`config.mk`:
```
export PLATFORM = sky130hd
export DESIGN_NAME = vote_controller
export DESIGN_NICKNAME = d
export VERILOG_FILES = /design/src/rtl/evm_pkg.sv /design/src/rtl/memory_block_4bit.sv /design/src/rtl/vote_controller.sv
export SDC_FILE = /design/constraint.sdc
export NUM_CORES = 1
export LEC_CHECK = 0
export CAP_MARGIN = 20
export CORE_UTILIZATION = 38
export DETAILED_ROUTE_END_ITERATION = 8
export GPL_ROUTABILITY_DRIVEN = 0
export PLACE_DENSITY_LB_ADDON = 0.25
export SLEW_MARGIN = 10
export SYNTH_ARGS = -nofsm -noshare
export SYNTH_HDL_FRONTEND = slang
export SYNTH_HIERARCHICAL = 1
export SYNTH_SLANG_ARGS = --single-unit
```
`constraint.sdc`:
```
create_clock -name clk -period 2.67 [get_ports clk]
set_clock_uncertainty 0.2 [all_clocks]
set_input_delay 0.534 -clock clk [delete_from_list [all_inputs] [get_ports clk]]
set_output_delay 0.534 -clock clk [all_outputs]
set_load 0.01 [all_outputs]
```
`src/rtl/evm_pkg.sv`:
```
// Shared types and constants for the electronic voting controller.
// Holds the controller state encoding, default sizing and tally saturation helper.
package evm_pkg;

   localparam int N_CAND_DEF = 4;
   localparam int CNT_W_DEF  = 4;

   typedef enum logic [2:0] {
      S_CLEAR   = 3'd0,
      S_IDLE    = 3'd1,
      S_ARMED   = 3'd2,
      S_WRITE   = 3'd3,
      S_ACK     = 3'd4,
      S_RELEASE = 3'd5,
      S_CLOSED  = 3'd6
   } state_t;

   function automatic int unsigned sat_max(input int unsigned width);
      return (32'd1 << width) - 32'd1;
   endfunction

   localparam int unsigned SAT_MAX = sat_max(CNT_W_DEF);

endpackage

```
`src/rtl/memory_block_4bit.sv`:
```
// Single tally register: loads data_in on a clock edge with write_enable high.
// Deliberately has no reset; the controller clears it with an explicit write.
module memory_block_4bit #(
   parameter int W = 4
) (
   input  logic         clk,
   input  logic         write_enable,
   input  logic [W-1:0] data_in,
   output logic [W-1:0] data_out
);

   always_ff @(posedge clk) begin
      if (write_enable) begin
         data_out <= data_in;
      end
   end

endmodule

```
`src/rtl/vote_controller.sv`:
```
// Ballot sequencing controller: arms one vote per ballot_en edge, records a
// single one-hot button press into saturating per-candidate tallies.
module vote_controller
   import evm_pkg::*;
#(
   parameter int N_CAND = N_CAND_DEF,
   parameter int CNT_W  = CNT_W_DEF
) (
   input  logic                      clk,
   input  logic                      reset,
   input  logic                      ballot_en,
   input  logic                      close_poll,
   input  logic [N_CAND-1:0]         btn,
   input  logic [$clog2(N_CAND)-1:0] rd_sel,
   output logic                      ready,
   output logic                      busy,
   output logic                      vote_done,
   output logic                      vote_err,
   output logic                      overflow,
   output logic                      poll_closed,
   output logic [CNT_W-1:0]          rd_count
);

   localparam int               SEL_W     = $clog2(N_CAND);
   localparam logic [CNT_W-1:0] TALLY_MAX = CNT_W'(sat_max(CNT_W));

   state_t             state;
   state_t             state_n;
   logic               ballot_prev;
   logic [SEL_W-1:0]   sel_idx;
   logic [SEL_W-1:0]   btn_idx;
   logic               btn_onehot;
   logic               btn_multi;
   logic               sel_full;
   logic               vote_err_r;
   logic               overflow_r;
   logic [CNT_W-1:0]   tally [N_CAND];
   logic [CNT_W-1:0]   wr_data;
   logic [N_CAND-1:0]  wr_en;

   assign btn_onehot = $onehot(btn);
   assign btn_multi  = (btn != '0) && !btn_onehot;
   assign sel_full   = (tally[sel_idx] == TALLY_MAX);

   always_comb begin
      btn_idx = '0;
      for (int i = 0; i < N_CAND; i++) begin
         if (btn[i]) begin
            btn_idx = SEL_W'(i);
         end
      end
   end

   always_comb begin
      state_n = state;
      case (state)
         S_CLEAR:   state_n = S_IDLE;
         S_IDLE: begin
            if (close_poll) begin
               state_n = S_CLOSED;
            end else if (ballot_en && !ballot_prev) begin
               state_n = S_ARMED;
            end
         end
         S_ARMED: begin
            if (btn_onehot) begin
               state_n = S_WRITE;
            end
         end
         S_WRITE:   state_n = S_ACK;
         S_ACK:     state_n = S_RELEASE;
         S_RELEASE: begin
            if (btn == '0) begin
               state_n = S_IDLE;
            end
         end
         S_CLOSED:  state_n = S_CLOSED;
         default:   state_n = S_CLEAR;
      endcase
   end

   always_ff @(posedge clk or posedge reset) begin
      if (reset) begin
         state       <= S_CLEAR;
         ballot_prev <= 1'b0;
         sel_idx     <= '0;
         vote_err_r  <= 1'b0;
         overflow_r  <= 1'b0;
      end else begin
         state       <= state_n;
         ballot_prev <= ballot_en;
         vote_err_r  <= (state == S_ARMED) && btn_multi;
         if ((state == S_ARMED) && btn_onehot) begin
            sel_idx <= btn_idx;
         end
         if ((state == S_WRITE) && sel_full) begin
            overflow_r <= 1'b1;
         end
      end
   end

   // CLEAR broadcasts zero to every block; WRITE touches only the latched one.
   always_comb begin
      wr_data = (state == S_CLEAR) ? '0 : tally[sel_idx] + 1'b1;
      for (int i = 0; i < N_CAND; i++) begin
         wr_en[i] = (state == S_CLEAR) ||
                    ((state == S_WRITE) && !sel_full && (sel_idx == SEL_W'(i)));
      end
   end

   generate
      for (genvar g = 0; g < N_CAND; g++) begin : g_tally
         memory_block_4bit #(
            .W (CNT_W)
         ) u_blk (
            .clk          (clk),
            .write_enable (wr_en[g]),
            .data_in      (wr_data),
            .data_out     (tally[g])
         );
      end
   endgenerate

   assign ready       = (state == S_ARMED);
   assign busy        = (state == S_CLEAR) || (state == S_WRITE) ||
                        (state == S_ACK)   || (state == S_RELEASE);
   assign vote_done   = (state == S_ACK);
   assign vote_err    = vote_err_r;
   assign overflow    = overflow_r;
   assign poll_closed = (state == S_CLOSED);
   assign rd_count    = poll_closed ? tally[rd_sel] : '0;

endmodule

```
==> results.json <==
{
  "status": "complete, no violations",
  "design.die.area_sq_um": 3680,
  "ys_ff_latch": 24,
  "tightest_slew_ps": 351,
  "ys_seq_area_share_pct": 52.0,
  "clk_path_buf_depth": 2,
  "synth_top_family_by_area": "multiplexers",
  "ant_nets": 0,
  "wl_mm": 2.60,
  "coreArea_sq_um": 3150,
  "critPathMaxFanout": 9,
  "synthesis.nets": 112,
  "power.leakage_nw": 0.724,
  "pre_cts_ws_ps": -477,
  "post-dp-hpwl_mm": 2.12,
  "drive_above_1_share_pct": 28.0,
  "dpl_cell_area_sq_um": 1610,
  "whs_ps": 253,
  "die_h_um": 60.7,
  "syn2layout_area_growth_pct": 29.3,
  "grt_antenna_before_repair": 0,
  "cp.arrival_ps": 1810,
  "synth_async_sr_flop_share_pct": 33.3,
  "drt_iter0_drc": 50,
  "synth.distinct_cells": 30,
  "final_cell_mix": "16 x edfxtp_1, 10 x buf_4, 10 x clkdlybuf4s50_1",
  "via_per_inst": 5.25,
  "synth-simple-area-share_pct": 12.5,
  "cts_tree": "yes",
  "synth_compound_area_share_pct": 7.17,
  "rsz0062_at_grt": "no",
  "avgSynthCellArea_sq_um": 13.5,
  "fin_cells": 169,
  "grt_use_total_pct": 15.8,
  "drt-wirelength-per-cell_um": 15.4,
  "synthAdderAreaFrac_pct": 5.35,
  "synth-xor-area-share_pct": 1.34,
  "period_needed_ps": 2540,
  "row_count": 20,
  "hold_path.class": "input port to asynchronous set/reset pin",
  "timing.final.hold_violations": 0,
  "io_buffers": 19,
  "netlist_instances": 97,
  "grt_pass1_wl_mm": 4.15,
  "nets": 141,
  "start_kind": "flip-flop",
  "critPathCaptureType": "primary output",
  "clock_sinks": 24,
  "p_per_area_nw_per_um2": 1110,
  "die_w_um": 60.7,
  "fmax_ghz": 0.393,
  "initial_core_util_pct": 41.5,
  "drcViolationCount": 0,
  "final_common_cell": "edfxtp_1",
  "ios": 20,
  "setup_viol": 0,
  "grt_start_max_net_pins": 15,
  "diodes": 0,
  "critical_path_class": "flip-flop to primary output",
  "firstDrtPassIters": 4,
  "maxCapViolations": 0,
  "peakVddDrop_v": 0.000610,
  "grt_pass1_vias": 896,
  "post_cts_buffers": 0,
  "postLayoutSetupSlackWorst_ps": 126,
  "min_period_over_period_pct": 95.3,
  "root_buffer": "clkbuf_4",
  "synth-main-ff-cell": "edfxtp_1",
  "grt_remaining_overflow": 0,
  "clk_latency_ps": 310,
  "muxShareOfSynthArea_pct": 16.7,
  "fillers": 277,
  "maxSlewHeadroom_pct": 76.0,
  "numCtsBuffers": 3,
  "cts.clk_slew.worst_paths_ps": 140,
  "critical_path_required_ps": 1940,
  "synth-edff-count": 16,
  "report.power.total_mw": 1.88,
  "drv_slew": 0,
  "synth_area_sq_um": 1310,
  "synth_warnings": 6,
  "cts_max_level": 1,
  "num_vias": 888,
  "placedCellCount": 165,
  "final_area_sq_um": 1690
}
report_power, final:
group	switching [mW]	internal, mW
clock network	0.110	0.152
logic	0.388	0.422
registers	0.133	0.676
total	0.632	1.25
worst max-delay path, cell delays in order (launching register included):
cell and delay, ps:
dfrtp_1 490, nor2b_1 330, nand2_1 90, inv_1 60, clkdlybuf4s50_1 520
cells by family (layout without fill, tap and decap cells):
kind of cell,count (synthesis),count (layout)
AOI/OAI and AO/OA,13,13
xor gates and xnor gates,2,2
adders and majority gates,5,5
buffers and inverters,15,43
DFF,24,24
muxes,11,11
and+or+nand+nor,27,27
path summary, 6_finish.rpt:
check	start	to	slack [ps]	cells after the start
min in group clk	overflow	overflow	320	1
setup / recovery	state[0]	poll_closed	130	4
max in group asynchronous	reset	sel_idx[0]	1750	2
setup reg to reg	sel_idx[0]	g_tally[2].u_blk/data_out[1]	180	5
hold reg to reg	overflow	overflow	320	1
hold / removal	reset	state[0]	250	2
metrics by stage:
| step | utilization (%) | setup TNS [ps] |
|---|---|---|
| after CTS | 53.1 | 0 |
| final | 53.7 | 0 |
| after global routing | 53.7 | 0 |
| after floorplan | - | 0 |
| after detailed placement | 51.0 | -3380 |
| after global placement | 51.0 | -3160 |
metal layers:
metal	GRT usage, %	part of all wire [%]	routed length (um)	up-vias
met4	5.84	0.58	15	0
met5	0	0	0	-
met2	27.2	51	1330	21
met1	20.5	45	1160	445
li1	-	-	-	420
met3	2.13	3.2	83	2
final cells by class:
cell class / instances / area, sq um / area share (%)
clock inverter: 1 / 30.0 / 1.77
clock buffer: 3 / 22.5 / 1.33
sequential: 24 / 682 / 40.3
inverter: 10 / 37.5 / 2.22
tap: 44 / 55.1 / 3.25
timing repair buffer: 29 / 264 / 15.6
multi-input combinational: 58 / 602 / 35.6
Yosys cell counts, types with 2 or more instances:
cell	count	share of area (%)
edfxtp_1	16	37
xnor2_1	2	1.3
and3_1	4	1.9
o41ai_1	4	2.7
nand2b_1	2	0.96
inv_1	10	2.9
nor3b_1	5	2.9
a21o_1	2	1.1
mux2i_1	2	1.5
ha_1	4	3.8
nor2_1	3	0.86
nand2_1	4	1.1
dfrtp_1	8	15
nor2b_1	3	1.4
mux4_2	6	10
clkbuf_1	4	1.1
o21ai_0	4	1.5
mux4_1	2	4.0
sequential cells by signal, indices dropped and copies added, names as in the netlist:
register and flops:
ballot_prev 1, overflow 1, vote_err 1, g_tally.u_blk/data_out 16, sel_idx 2, state 3
what timing repair did:
action,CTS,global route
hold buffers,0,0
endpoints found under the setup margin,7,8
pin swaps,3,0
gates resized for setup,14,8
No activity file was read; power rests on OpenSTA's default activity.
